## config.mk

```make
export PLATFORM = sky130hd
export DESIGN_NAME = alu_mc_flat
export DESIGN_NICKNAME = d
export VERILOG_FILES = /design/src/rtl/alu_mc_if.sv /design/src/rtl/alu_mc.sv /design/src/flat_wrapper.sv
export SDC_FILE = /design/constraint.sdc
export NUM_CORES = 1
export LEC_CHECK = 0
export BUFFER_PORTS_ARGS = -buffer_cell sky130_fd_sc_hd__buf_4
export CAP_MARGIN = 10
export CELL_PAD_IN_SITES_DETAIL_PLACEMENT = 0
export CELL_PAD_IN_SITES_GLOBAL_PLACEMENT = 1
export CORE_ASPECT_RATIO = 1.5
export CORE_MARGIN = 5
export CORE_UTILIZATION = 40
export DETAILED_ROUTE_END_ITERATION = 8
export PLACE_DENSITY_LB_ADDON = 0.1
export SLEW_MARGIN = 10
export SYNTH_ARGS = -nofsm -noshare
export SYNTH_HDL_FRONTEND = slang
export SYNTH_SLANG_ARGS = --single-unit
```

## constraint.sdc

```tcl
create_clock -name i_clk -period 9.2 [get_ports i_clk]
set_clock_uncertainty 0.1 [all_clocks]
set_input_delay 1.38 -clock i_clk [delete_from_list [all_inputs] [get_ports i_clk]]
set_output_delay 1.38 -clock i_clk [all_outputs]
set_load 0.05 [all_outputs]
```

## src/rtl/alu_mc_if.sv

```systemverilog
// Request/result bundle between the register-file read ports, the multi-cycle ALU
// and the writeback mux.
interface alu_mc_if #(
    parameter int WIDTH = 16
);
    logic             start;
    logic [2:0]       alu_op;
    logic [WIDTH-1:0] alu_A;
    logic [WIDTH-1:0] alu_B;
    logic             busy;
    logic             done;
    logic [WIDTH-1:0] alu;
    logic             zf;
    logic             nf;
    logic             cf;
    logic             vf;

    modport master (
        output start, alu_op, alu_A, alu_B,
        input  busy, done, alu, zf, nf, cf, vf
    );

    modport slave (
        input  start, alu_op, alu_A, alu_B,
        output busy, done, alu, zf, nf, cf, vf
    );
endinterface

```

## src/rtl/alu_mc.sv

```systemverilog
// Multi-cycle ALU: seven single-edge operations plus an iterative shift-add MUL,
// with registered result, N/C/V/Z flags and a start/done handshake.
module alu_mc #(
    parameter int WIDTH = 16
) (
    input  logic     i_clk,
    input  logic     i_rst,
    alu_mc_if.slave  bus
);
    localparam int SH_W = $clog2(WIDTH);
    localparam logic [SH_W:0] CNT_ONE  = (SH_W+1)'(1);
    localparam logic [SH_W:0] CNT_FULL = (SH_W+1)'(WIDTH);

    typedef enum logic {IDLE, MUL} state_t;

    state_t             r_state;
    state_t             w_nextState;
    logic [SH_W:0]      r_cnt;
    logic [2*WIDTH-1:0] r_mcand;
    logic [2*WIDTH-1:0] r_acc;
    logic [WIDTH-1:0]   r_mplier;
    logic [WIDTH-1:0]   r_alu;
    logic               r_zf, r_nf, r_cf, r_vf, r_done;

    logic               w_opLoad, w_mulLoad, w_mulStep, w_mulLast;
    logic [2*WIDTH-1:0] w_accNext;
    logic [SH_W-1:0]    w_shAmt;
    logic [WIDTH:0]     w_sum, w_diff, w_shl, w_shr;
    logic [WIDTH-1:0]   w_res;
    logic               w_cf, w_vf;

    assign w_shAmt   = bus.alu_B[SH_W-1:0];
    assign w_sum     = {1'b0, bus.alu_A} + {1'b0, bus.alu_B};
    assign w_diff    = {1'b0, bus.alu_A} - {1'b0, bus.alu_B};
    // The extra bit on each shift captures the last bit shifted out (0 for amount 0).
    assign w_shl     = {1'b0, bus.alu_A} << w_shAmt;
    assign w_shr     = {bus.alu_A, 1'b0} >> w_shAmt;
    assign w_accNext = r_mplier[0] ? (r_acc + r_mcand) : r_acc;

    always_comb begin
        w_nextState = r_state;
        w_opLoad    = 1'b0;
        w_mulLoad   = 1'b0;
        w_mulStep   = 1'b0;
        w_mulLast   = 1'b0;
        case (r_state)
            IDLE: begin
                if (bus.start) begin
                    if (bus.alu_op == 3'b111) begin
                        w_mulLoad   = 1'b1;
                        w_nextState = MUL;
                    end else begin
                        w_opLoad = 1'b1;
                    end
                end
            end
            MUL: begin
                w_mulStep = 1'b1;
                if (r_cnt == CNT_ONE) begin
                    w_mulLast   = 1'b1;
                    w_nextState = IDLE;
                end
            end
            default: w_nextState = IDLE;
        endcase
    end

    always_comb begin
        w_res = '0;
        w_cf  = 1'b0;
        w_vf  = 1'b0;
        case (bus.alu_op)
            3'b000: begin
                w_res = w_sum[WIDTH-1:0];
                w_cf  = w_sum[WIDTH];
                w_vf  = (bus.alu_A[WIDTH-1] == bus.alu_B[WIDTH-1]) &&
                        (w_sum[WIDTH-1] != bus.alu_A[WIDTH-1]);
            end
            3'b001: begin
                w_res = w_diff[WIDTH-1:0];
                w_cf  = w_diff[WIDTH];
                w_vf  = (bus.alu_A[WIDTH-1] != bus.alu_B[WIDTH-1]) &&
                        (w_diff[WIDTH-1] != bus.alu_A[WIDTH-1]);
            end
            3'b010: w_res = bus.alu_A & bus.alu_B;
            3'b011: w_res = bus.alu_A | bus.alu_B;
            3'b100: w_res = bus.alu_A ^ bus.alu_B;
            3'b101: begin
                w_res = w_shl[WIDTH-1:0];
                w_cf  = w_shl[WIDTH];
            end
            3'b110: begin
                w_res = w_shr[WIDTH:1];
                w_cf  = w_shr[0];
            end
            default: ;
        endcase
    end

    always_ff @(posedge i_clk) begin
        if (i_rst) begin
            r_state <= IDLE;
        end else begin
            r_state <= w_nextState;
        end
    end

    always_ff @(posedge i_clk) begin
        if (i_rst) begin
            r_cnt    <= '0;
            r_mcand  <= '0;
            r_acc    <= '0;
            r_mplier <= '0;
            r_alu    <= '0;
            r_zf     <= 1'b0;
            r_nf     <= 1'b0;
            r_cf     <= 1'b0;
            r_vf     <= 1'b0;
            r_done   <= 1'b0;
        end else begin
            r_done <= 1'b0;
            if (w_opLoad) begin
                r_alu  <= w_res;
                r_zf   <= (w_res == '0);
                r_nf   <= w_res[WIDTH-1];
                r_cf   <= w_cf;
                r_vf   <= w_vf;
                r_done <= 1'b1;
            end
            if (w_mulLoad) begin
                r_mcand  <= {{WIDTH{1'b0}}, bus.alu_A};
                r_mplier <= bus.alu_B;
                r_acc    <= '0;
                r_cnt    <= CNT_FULL;
            end
            // One multiplier bit per edge; the final partial sum is written straight out.
            if (w_mulStep) begin
                r_acc    <= w_accNext;
                r_mcand  <= r_mcand << 1;
                r_mplier <= r_mplier >> 1;
                r_cnt    <= r_cnt - CNT_ONE;
            end
            if (w_mulLast) begin
                r_alu  <= w_accNext[WIDTH-1:0];
                r_zf   <= (w_accNext[WIDTH-1:0] == '0);
                r_nf   <= w_accNext[WIDTH-1];
                r_cf   <= |w_accNext[2*WIDTH-1:WIDTH];
                r_vf   <= 1'b0;
                r_done <= 1'b1;
            end
        end
    end

    assign bus.busy = (r_state == MUL);
    assign bus.done = r_done;
    assign bus.alu  = r_alu;
    assign bus.zf   = r_zf;
    assign bus.nf   = r_nf;
    assign bus.cf   = r_cf;
    assign bus.vf   = r_vf;
endmodule

```

## src/flat_wrapper.sv

```systemverilog
// flat-port wrapper written by rule: the top's interface ports become plain ports
module alu_mc_flat 
#(
    parameter int WIDTH = 16
)
  (i_clk, i_rst, bus_start, bus_alu_op, bus_alu_A, bus_alu_B, bus_busy, bus_done, bus_alu, bus_zf, bus_nf, bus_cf, bus_vf);
  alu_mc_if #(.WIDTH(WIDTH)) bus_i ();
  input  logic i_clk;
  input  logic i_rst;
  input wire logic [$bits(bus_i.start)-1:0] bus_start;
  input wire logic [$bits(bus_i.alu_op)-1:0] bus_alu_op;
  input wire logic [$bits(bus_i.alu_A)-1:0] bus_alu_A;
  input wire logic [$bits(bus_i.alu_B)-1:0] bus_alu_B;
  output wire logic [$bits(bus_i.busy)-1:0] bus_busy;
  output wire logic [$bits(bus_i.done)-1:0] bus_done;
  output wire logic [$bits(bus_i.alu)-1:0] bus_alu;
  output wire logic [$bits(bus_i.zf)-1:0] bus_zf;
  output wire logic [$bits(bus_i.nf)-1:0] bus_nf;
  output wire logic [$bits(bus_i.cf)-1:0] bus_cf;
  output wire logic [$bits(bus_i.vf)-1:0] bus_vf;
  assign bus_i.start = bus_start;
  assign bus_i.alu_op = bus_alu_op;
  assign bus_i.alu_A = bus_alu_A;
  assign bus_i.alu_B = bus_alu_B;
  assign bus_busy = bus_i.busy;
  assign bus_done = bus_i.done;
  assign bus_alu = bus_i.alu;
  assign bus_zf = bus_i.zf;
  assign bus_nf = bus_i.nf;
  assign bus_cf = bus_i.cf;
  assign bus_vf = bus_i.vf;
  alu_mc #(.WIDTH(WIDTH)) u_core (.i_clk(i_clk), .i_rst(i_rst), .bus(bus_i));
endmodule
```

## After elaboration in Yosys (flattened, before gate mapping)

Index checks and enable logic that the tools add are counted.

- Flip-flop bits (word level): 107
- Input bits: 38
- Output and inout bits: 22
- Logic and storage cells: 78

- Add/subtract/negate cells: 4
- Equal/unequal tests: 12
- Shifts and indexed selects: 2
- Muxes and demuxes: 33
- Bitwise logic cells: 4
- Reductions and logical operators: 10

Operators with widths:

| operator | number |
|---|---|
| 32-bit two-way mux | 5 |
| 16-bit case mux with 7 select lines | 1 |
| 32-bit adder | 1 |
| 16-bit zero test | 2 |
| 16-bit two-way mux | 2 |
| 15-bit two-way mux | 2 |
| 1-bit two-way mux | 18 |
| 16-bit by 16-bit adder with 17-bit output | 1 |
| 16-bit by 4-bit left shift with 17-bit output | 1 |
| 17-bit by 4-bit >> shifter with 17-bit output | 1 |
| 16-bit by 16-bit subtractor with 17-bit output | 1 |
| 16-bit AND | 1 |
| 16-bit bitwise OR | 1 |
| 16-bit OR reduction | 1 |
| 16-bit bitwise XOR | 1 |
| 3-bit equality test (second input constant) | 4 |
| 5-bit two-way mux | 2 |
| 3-bit by 2-bit equality test with 1-bit output (second input constant) | 2 |
| 5-bit by 1-bit equality test with 1-bit output (second input constant) | 1 |
| 5-bit by 1-bit subtractor with 5-bit output (second input constant) | 1 |
| 1-bit case mux with 2 select lines | 2 |
| 1-bit case mux with 4 select lines | 1 |
| 2-bit nonzero test | 2 |
| 2-bit OR reduction | 2 |
| other kinds (6) | 9 |

## Depth between registers and ports, before layout

Gate-level depths: netlist of the first run.

- Word-level depth: 6
- Gate-level depth with buffers: 14

## Worst setup path after synthesis of the first run

OpenSTA, ideal clock, no wires.

- Path kind: input -> register
- Start: input bus_alu_B[2]
- End: register u_core.r_zf, in the netlist u_core.bus.zf
- Data arrival time: 4,609 ps
- Required time: 9,016 ps
- Slack: 4,406 ps
- Cell stages on the path: 14
- Cells stage by stage: buf_2 inv_1 clkbuf_1 ha_1 clkbuf_1 nor2b_1 o31a_1 o311a_1 o311a_1 or3_1 xnor2_1 a21oi_1 o22a_1 o31ai_2

- Word-level cells in the longest chain between the ends: 5

Ends and longest elaborated chain:

| element | line | text |
|---|---|---|
| start, declared | flat_wrapper.sv:13 | `input wire logic [$bits(bus_i.alu_B)-1:0] bus_alu_B;` |
| 16-bit by 16-bit subtractor with 17-bit output, or another cell as far along | alu_mc.sv:34 | `assign w_diff = {1'b0, bus.alu_A} - {1'b0, bus.alu_B};` |
| 16-bit case mux with 7 select lines (*) | alu_mc.sv:72 | `case (bus.alu_op)` |
| 16-bit zero test (*) | alu_mc.sv:124 | `r_zf <= (w_res == '0);` |
| 1-bit two-way mux (*) | alu_mc.sv:122 | `if (w_opLoad) begin` |
| 1-bit two-way mux (*) | alu_mc.sv:143 | `if (w_mulLast) begin` |
| end signal, assigned | alu_mc.sv:124 |  |
| end signal, assigned | alu_mc.sv:145 | `r_zf <= (w_accNext[WIDTH-1:0] == '0);` |
| end, declared | alu_mc.sv:23 | `logic r_zf, r_nf, r_cf, r_vf, r_done;` |

Mark *: on every way between the ends. The rest lies on a longest branch, timed or not. The select of a mux whose other input is x is not followed.
A chain may end at the register's enable or synchronous reset.

## Worst setup path after layout of the first run

Ends and elaborated chain as after synthesis.

==> results.sh, run 1 <==
export IMPL_die_x_um=142.5
export IMPL_worstPathRequired_ns=9.38
export IMPL_yosysTopAreaCell="dfxtp_1"
export IMPL_io_pins=60
export IMPL_n_antenna_cell=0
export IMPL_layout_drive_gt1_share_pct=9.340
export IMPL_antenna_found_initial=0
export IMPL_worst_path_max_fanout=37
export IMPL_cts_root_buf="clkbuf_16"
export IMPL_h_tree_depth=3
export IMPL_drc=0
export IMPL_fin_crit_ns=4.958
export IMPL_numPortBuffers=59
export IMPL_die_h_um=208.7
export IMPL_die_area_um2=29730
export IMPL_worst_pin_slew_ns=1.101
export IMPL_ys_warn_count=0
export IMPL_place_ws_ns=3.903
export IMPL_fin_crit_sh_pct=53.90
export IMPL_rsz0062_at_grt="no"
export IMPL_drv_slew=0
export IMPL_met1_usage_pct=31.85
export IMPL_place_inst=1741
export IMPL_gp_congestion=0.9442
export IMPL_ir_worst_vdd_uv=119.2
export IMPL_cap_violations=0
export IMPL_cts_sinks=106
export IMPL_postCtsHoldBufs=0
export IMPL_slowest_stage="ha_1"
export IMPL_clock_path_buffers=2
export IMPL_initial_utilization_pct=40.72
export IMPL_area_delta_synth_final_pct=7.700
export IMPL_cts_resized=0
export IMPL_slew_headroom_pct=24.68
export IMPL_syn_area_per_cell_um2=7.281
export IMPL_vias=11056
export IMPL_grt_use_total_pct=27.70
export IMPL_wl_per_cell_um=23.82
export IMPL_path_cells="buf_4 > inv_1 > ha_1 > nor2b_1 > o31a_1 > o311a_1 > o311a_1 > or3_1 > xnor2_1 > a21oi_1 > o22a_1 > o31ai_2"
export IMPL_drt_iter0_drc=974
export IMPL_p_leak_nw=4.836
export IMPL_synth_top_area_share_pct=20.15
export IMPL_use_met2_pct=49.08
export IMPL_fill_cells=2697
export IMPL_drt_wl_total_um=41840
export IMPL_arrival_ns=5.14
export IMPL_numCtsBuffers=9
export IMPL_use_met3_pct=2.264
export IMPL_busiest_layer="met2"
export IMPL_cts_tree="done"
export IMPL_gr_total_overflow=0
export IMPL_drt_antenna_violating_nets=0
export IMPL_finalHoldViolations=0
export IMPL_max_freq_mhz=201.7
export IMPL_layout_commonest_cell="nor2_1"
export IMPL_clk_latency_ns=0.37
export IMPL_multi_input_area_um2=7776
export IMPL_ys_flop_type="dfxtp_1"
export IMPL_first_global_vias=10827
export IMPL_dp_hpwl_um=32360
export IMPL_synth_area_top_cells="dfxtp_1 20%, ha_1 10%, nor2_1 8.9%, a21oi_1 8.4%, mux2i_1 3.2%"
export IMPL_start_kind="input pin"
export IMPL_timing_hold_ws_ns=0.3771
export IMPL_synth_edf_count=0
export IMPL_mostFrequentLayoutCells="250 x nor2_1, 176 x a21oi_1, 105 x dfxtp_1"
export IMPL_fin_ws_ns=4.242
export IMPL_fin_cells=1757
export IMPL_critical_path_class="input pin to register"
export IMPL_dr_pass1_iters=7
export IMPL_synthCells=1446
export IMPL_path_common_cell="o311a_1"
export IMPL_p_per_area_nw_per_um2=110.3
export IMPL_ys_types=79
export IMPL_synth_net_count=1572
export IMPL_grt_max_degree=77
export IMPL_seq_area_um2=2126
export IMPL_setup_violations=0
export IMPL_grt_pass1_wl_um=64250
export IMPL_slowest_delay_ns=0.54
export IMPL_placementRows=72
export IMPL_vias_per_cell=6.293
export IMPL_core_area_um2=25850
export IMPL_synthArstFlopShare_pct=0
export IMPL_synth_seq_cells=106
export IMPL_fin_tns_setup_ns=0
export IMPL_final_util_pct=43.86
export IMPL_cts_setup_buffers=0
export IMPL_nets=1545
export IMPL_syn_area_um2=10530
export IMPL_clk_pin_slew_ns=0.08
export IMPL_status="finished clean"
export IMPL_min_path_type="register to register"
export IMPL_cp_end_kind="register"
export IMPL_synth_seq_area_share_pct=20.15
-- cells in the mapped netlist (6+ instances only) --
cell / n
a221o_1: 8
mux2i_1: 34
ha_1: 85
nor2b_1: 9
a311oi_1: 7
xor2_1: 7
nand4_1: 16
a22oi_1: 22
a21o_1: 26
a211oi_1: 24
a222oi_1: 10
buf_2: 6
o21ai_0: 59
inv_1: 55
nor3_1: 20
nand2_1: 89
mux4_2: 15
o31ai_1: 6
o22ai_1: 8
and3_1: 41
o21bai_1: 13
o21a_1: 8
nor2_1: 250
a21oi_1: 176
xnor2_1: 19
buf_1: 9
o211ai_1: 16
a211o_1: 8
a31oi_1: 17
mux2_2: 17
and2_1: 10
clkbuf_1: 86
or4_1: 8
dfxtp_1: 106
nand3_1: 26
nand2b_1: 15
a221oi_1: 13
or3_1: 16
-- cell families (layout without fill, tap and decap cells) --
group,Yosys count,in the layout,synth area share [%]
muxes,68,68,8.616
xor gates and xnor gates,26,26,2.163
adders and majority gates,88,88,10.67
buffers and inverters,163,141,6.132
DFF,106,106,20.15
and+or+nand+nor,522,522,22.84
AOI/OAI and AO/OA,473,473,29.42
-- registers in the layout (all words and copies together), names as in the netlist, 5 cells and up --
signal,cells
u_core.r_mcand,32
u_core.r_mplier,16
u_core.bus.alu,16
u_core.r_acc,32
u_core.r_cnt,5
-- critical path: cells and delay by family --
kind | cells | cell delay (ns)
AO/OA/AOI/OAI | 6 | 1.67
buffers and inverters | 2 | 0.77
AND/OR/NAND/NOR | 2 | 0.61
adder cells (fa/ha/maj) | 1 | 0.54
XOR/XNOR | 1 | 0.15
-- through the flow --
step / power, mW / area, µm²
floorplan: 0.7323 / 10530
CTS: 1.259 / 11340
global route: 1.304 / 11340
detailed placement: 0.8515 / 11040
global placement: 0.8530 / 11040
finish: 1.250 / 11340
-- where the power goes --
group	switching, mW	internal, mW	total, mW
logic	0.237	0.128	0.364
registers	0.0133	0.469	0.483
clock network	0.201	0.203	0.404
total	0.450	0.800	1.25
-- layer usage --
| layer | vias up | part of all wire [%] |
|---|---|---|
| li1 | 5254 | - |
| met1 | 5303 | 38 |
| met2 | 390 | 51 |
| met3 | 109 | 4.4 |
| met4 | 0 | 6.6 |
| met5 | - | 0 |
-- final timing paths --
path / startpoint / endpoint / slack, ns / depth (start not counted)
worst min-delay path: u_core.r_mplier[1] / u_core.r_mplier[0] / 0.38 / 2
worst max-delay path: bus_alu_B[2] / u_core.bus.zf / 4.24 / 12
worst max register to register: u_core.r_acc[0] / u_core.bus.cf / 4.82 / 11
worst min register to register: u_core.r_mplier[1] / u_core.r_mplier[0] / 0.38 / 2
-- cell type report --
type | count | area share [%]
multi-input combinational | 1177 | 68.58
tap | 333 | 3.674
inverter | 57 | 1.887
sequential | 106 | 18.75
clock buffer | 10 | 2.207
timing repair buffer | 68 | 4.502
clock inverter | 6 | 0.4083
No activity file was read; power rests on OpenSTA's default activity.
==> inputs of run 2 (changes only) <==
clock period = 5 ns   (was 9.2 ns; I/O delays follow)
==> run 2 against run 1 <==
Effect of this change: sequential power rose by 84%; critical endpoint is now u_core.bus.vf; sequential cell count did not move; sequential share of layout area fell by 0.12 points; via count fell by 0.52%; first-iteration DRC count fell by 6.2%; wire length fell by 0.98%; combinational power rose by 85%; highest routed layer unchanged; global-route usage fell by 0.43 points; die area did not move; worst setup slack got worse by 3.3 ns; cell area rose by 0.65%; clock power rose by 83%.
==> results.sh, run 2 (synthesis results as in run 1) <==
export IMPL_slowest_delay_ns=0.51
export IMPL_slew_headroom_pct=36.50
export IMPL_antenna_found_initial=0
export IMPL_cts_root_buf="clkbuf_16"
export IMPL_start_kind="input pin"
export IMPL_fin_crit_ns=4.092
export IMPL_layout_drive_gt1_share_pct=9.965
export IMPL_cts_sinks=106
export IMPL_status="finished clean"
export IMPL_slowest_stage="or4_1"
export IMPL_clk_latency_ns=0.38
export IMPL_numPortBuffers=59
export IMPL_postCtsHoldBufs=0
export IMPL_wl_per_cell_um=23.43
export IMPL_finalHoldViolations=0
export IMPL_setup_violations=0
export IMPL_drc=0
export IMPL_grt_pass1_wl_um=63580
export IMPL_clk_pin_slew_ns=0.08
export IMPL_n_antenna_cell=0
export IMPL_cts_tree="done"
export IMPL_p_leak_nw=4.881
export IMPL_drt_antenna_violating_nets=0
export IMPL_die_h_um=208.7
export IMPL_nets=1556
export IMPL_largestRegisters="u_core.r_acc: 32 flops, u_core.r_mcand: 32 flops"
export IMPL_dp_hpwl_um=32400
export IMPL_path_common_cell="buf_4"
export IMPL_area_delta_synth_final_pct=8.401
export IMPL_initial_utilization_pct=40.72
export IMPL_grt_use_total_pct=27.27
export IMPL_fin_tns_setup_ns=0
export IMPL_p_per_area_nw_per_um2=201.6
export IMPL_grt_max_degree=81
export IMPL_numCtsBuffers=9
export IMPL_fin_crit_sh_pct=81.83
export IMPL_gr_total_overflow=0
export IMPL_worstPathRequired_ns=5.14
export IMPL_cts_setup_buffers=0
export IMPL_placementRows=72
export IMPL_vias_per_cell=6.221
export IMPL_die_x_um=142.5
export IMPL_max_freq_mhz=244.4
export IMPL_worst_path_max_fanout=25
export IMPL_cts_resized=0
export IMPL_drt_wl_total_um=41430
export IMPL_worst_pin_slew_ns=0.9406
export IMPL_arrival_ns=4.23
export IMPL_die_area_um2=29730
export IMPL_path_cells="buf_4 > inv_1 > buf_4 > ha_1 > o21ba_2 > or4_1 > a211oi_1 > nor3_1 > o31ai_1 > nor2_1 > xnor2_1 > a2bb2oi_1 > a2111oi_0"
export IMPL_drv_slew=0
export IMPL_cap_violations=0
export IMPL_critical_path_class="input pin to register"
export IMPL_clock_path_buffers=2
export IMPL_dr_pass1_iters=7
export IMPL_ir_worst_vdd_uv=159.3
export IMPL_h_tree_depth=3
export IMPL_gp_congestion=0.9545
export IMPL_power_mw=2.301
export IMPL_mostFrequentLayoutCells="250 x nor2_1, 176 x a21oi_1, 105 x dfxtp_1"
export IMPL_cp_end_kind="register"
export IMPL_min_path_type="register to register"
export IMPL_io_pins=60
export IMPL_rsz0062_at_grt="no"
export IMPL_layout_commonest_cell="nor2_1"
export IMPL_drt_iter0_drc=914
export IMPL_core_area_um2=25850
export IMPL_first_global_vias=10750
export IMPL_vias=10998
run 2: cell types whose count changed in the layout (fill, tap and decap cells not counted), sizes merged:
cell | before | now
buf | 68 | 79
clkbuf | 10 | 11
clkinv | 2 | 3
clkinvlp | 2 | 1
inv | 59 | 58
run 2: worst paths after layout:
| check | endpoint | slack [ns] | cells after the start | startpoint |
|---|---|---|---|---|
| setup / recovery | u_core.bus.vf | 0.91 | 13 | bus_alu_B[1] |
| hold / removal | u_core.r_mplier[0] | 0.39 | 2 | u_core.r_mplier[1] |
| hold reg to reg | u_core.r_mplier[0] | 0.39 | 2 | u_core.r_mplier[1] |
| setup reg to reg | u_core.bus.cf | 0.99 | 12 | u_core.r_mcand[0] |
run 2: area by class of cell:
cell class | count | area, µm²
clock buffer | 11 | 254.0
clock inverter | 5 | 42.54
fill | 2735 | 14440
inverter | 57 | 214.0
multi-input combinational | 1177 | 7767
sequential | 106 | 2126
tap | 333 | 416.7
timing repair buffer | 79 | 593.1
run 2: through the flow:
step	instances	worst slack, ns	area [µm²]	hold WS (ns)	utilization (%)
after global routing	1768	0.7056	11410	0.4022	44.14
after floorplan	1446	0.8364	10530	0.3323	-
final	1768	0.9084	11410	0.3895	44.14
after global placement	1752	0.6150	11120	0.3624	43.00
after detailed placement	1752	0.6127	11120	0.3710	43.00
after CTS	1768	0.9743	11410	0.3857	44.14
run 2: critical path: cells and delay by family:
family / cells / cell delay [ns]
xor+xnor: 1 / 0.14
simple gates: 3 / 0.75
compound gates: 5 / 1.72
buf+inv: 3 / 0.54
fa+ha+maj: 1 / 0.33
run 2: per-layer routing:
metal	vias to the layer above	share of wire [%]	GRT usage (%)
li1	5273	-	-
met1	5292	39	31.72
met2	332	52	48.96
met3	101	3.5	2.219
met4	0	5.6	14.27
met5	-	0	0
run 2: power breakdown:
| part | leakage [nW] | internal (mW) | switching, mW | total (mW) |
|---|---|---|---|---|
| registers | 0.858 | 0.863 | 0.0233 | 0.887 |
| logic | 3.88 | 0.239 | 0.436 | 0.675 |
| clock network | 0.142 | 0.375 | 0.365 | 0.739 |
| total | 4.88 | 1.48 | 0.824 | 2.30 |
==> inputs of run 3 (changes only) <==
clock period = 3.6 ns   (was 5 ns; I/O delays follow)
==> run 3 against run 2 <==
Effect of this change: hold slack improved by 0.0073 ns; critical path depth increased by 1; sequential cell count did not move; via count rose by 4.0%; final cell count grew 5.8%; wire length is 4.5% higher; largest power group unchanged; utilization increased by 3.3 points.
==> results.sh, run 3 (synthesis results as in run 1) <==
export IMPL_slew_headroom_pct=34.85
export IMPL_r2r_slack_ns=0.21
export IMPL_postCtsHoldBufs=0
export IMPL_crit_reg2reg_launch="u_core.r_acc[1]"
export IMPL_worst_path_max_fanout=3
export IMPL_dr_pass1_iters=5
export IMPL_rr_endpoint="u_core.bus.cf"
export IMPL_fin_crit_ns=3.392
export IMPL_cap_violations=0
export IMPL_die_area_um2=29730
export IMPL_start_kind="input pin"
export IMPL_grt_max_degree=80
export IMPL_largestRegisters="u_core.r_acc: 32 flops, u_core.r_mcand: 32 flops"
export IMPL_fin_crit_sh_pct=94.22
export IMPL_max_freq_mhz=294.8
export IMPL_min_path_cells=2
export IMPL_place_area_um2=11940
export IMPL_cts_root_buf="clkbuf_16"
export IMPL_cts_sinks=106
export IMPL_n_antenna_cell=0
export IMPL_critical_path_class="input pin to register"
export IMPL_layout_drive_gt1_share_pct=16.32
export IMPL_numCtsBuffers=9
export IMPL_fill_cells=2715
export IMPL_worstPathRequired_ns=3.78
export IMPL_gp_congestion=0.9588
export IMPL_vias=11438
export IMPL_die_h_um=208.7
export IMPL_placementRows=72
export IMPL_gr_total_overflow=0
export IMPL_drt_antenna_violating_nets=0
export IMPL_initial_utilization_pct=40.72
export IMPL_cts_tree="done"
export IMPL_drt_wl_total_um=43320
export IMPL_p_per_area_nw_per_um2=273.6
export IMPL_rsz0062_at_grt="no"
export IMPL_nets=1660
export IMPL_endpoint="u_core.bus.zf"
export IMPL_finalHoldViolations=0
export IMPL_fin_tns_setup_ns=0
export IMPL_mostFrequentLayoutCells="250 x nor2_1, 180 x buf_4, 176 x a21oi_1"
export IMPL_h_tree_depth=3
export IMPL_wl_per_cell_um=23.15
export IMPL_arrival_ns=3.57
export IMPL_power_mw=3.355
export IMPL_ir_worst_vdd_uv=235.8
export IMPL_final_area_um2=12260
export IMPL_timing_hold_ws_ns=0.3969
export IMPL_antenna_found_initial=0
export IMPL_vias_per_cell=6.113
export IMPL_cp_startpoint="bus_alu_B[1]"
export IMPL_cp_end_kind="register"
export IMPL_core_area_um2=25850
export IMPL_layout_commonest_cell="nor2_1"
export IMPL_grt_pass1_wl_um=66340
export IMPL_grt_use_total_pct=28.54
export IMPL_clk_pin_slew_ns=0.07
export IMPL_p_leak_nw=5.414
export IMPL_drc=0
export IMPL_die_x_um=142.5
export IMPL_drt_iter0_drc=794
export IMPL_final_util_pct=47.42
export IMPL_clock_path_buffers=2
export IMPL_drv_slew=0
export IMPL_numPortBuffers=59
export IMPL_min_path_type="register to register"
export IMPL_clk_latency_ns=0.36
export IMPL_setup_violations=0
export IMPL_first_global_vias=11258
export IMPL_io_pins=60
export IMPL_r2r_cells=12
export IMPL_status="finished clean"
export IMPL_dp_hpwl_um=34500
export IMPL_worst_pin_slew_ns=0.9707
export IMPL_area_delta_synth_final_pct=16.45
-- run 3: cell types whose count changed in the layout (fill, tap and decap cells not counted), sizes merged --
cell / before / now
clkinvlp: 1 / 0
inv: 58 / 57
bufinv: 0 / 1
buf: 79 / 183
-- run 3: how the worst min path moves through the flow --
stage / startpoint / end / slack, ns
after floorplan: u_core.r_mplier[1] / u_core.r_mplier[0] / 0.33
after global placement: u_core.r_mplier[13] / u_core.r_mplier[12] / 0.37
after detailed placement: u_core.r_mplier[6] / u_core.r_mplier[5] / 0.38
after CTS: u_core.r_mplier[12] / u_core.r_mplier[11] / 0.40
after global routing: u_core.r_mplier[12] / u_core.r_mplier[11] / 0.42
final: u_core.r_mplier[11] / u_core.r_mplier[10] / 0.40
-- run 3: worst max-delay path, cell delays in order --
cell and delay (ns):
buf_4 0.10, inv_1 0.05, ha_1 0.34, o21ba_2 0.24
or4_1 0.44, buf_4 0.17, a21oi_1 0.15, nor2_1 0.09
a221oi_1 0.27, o21ai_0 0.17, a2111oi_0 0.50, buf_4 0.20
nand4b_1 0.10, o31ai_2 0.21
-- run 3: area by class of cell --
| class | instances | area (µm²) | share of cell area (%) |
|---|---|---|---|
| inverter | 57 | 216.5 | 1.765 |
| multi-input combinational | 1177 | 7787 | 63.52 |
| sequential | 106 | 2126 | 17.34 |
| timing repair buffer | 183 | 1411 | 11.51 |
| clock buffer | 11 | 252.7 | 2.061 |
| clock inverter | 4 | 50.05 | 0.4082 |
| tap | 333 | 416.7 | 3.398 |
-- run 3: what timing repair did --
action                                  in CTS  in global routing
hold endpoints to repair                     0                  0
gates resized for setup                      0                  6
endpoints found under the setup margin       0                  2
buffers inserted                             0                  0
-- run 3: report_power, final --
| part | switching, mW | internal, mW | leakage (nW) | total (mW) |
|---|---|---|---|---|
| registers | 0.0325 | 1.20 | 0.858 | 1.23 |
| logic | 0.647 | 0.420 | 4.40 | 1.07 |
| clock network | 0.480 | 0.576 | 0.152 | 1.06 |
-- run 3: metal layers --
layer	part of all wire, %	wire, µm	up-vias	GRT usage, %
li1	-	-	5474	-
met1	38	16400	5517	31.82
met2	52	22330	333	51.14
met3	3.6	1569	114	3.111
met4	7.0	3026	0	17.19
met5	0	0	-	0
-- run 3: metrics by stage --
step | cells | setup WS, ns
after floorplan | 1446 | -0.001214
after global placement | 1856 | -0.1475
after detailed placement | 1856 | -0.1637
after CTS | 1871 | 0.04175
after global routing | 1871 | 0.005855
final | 1871 | 0.2082
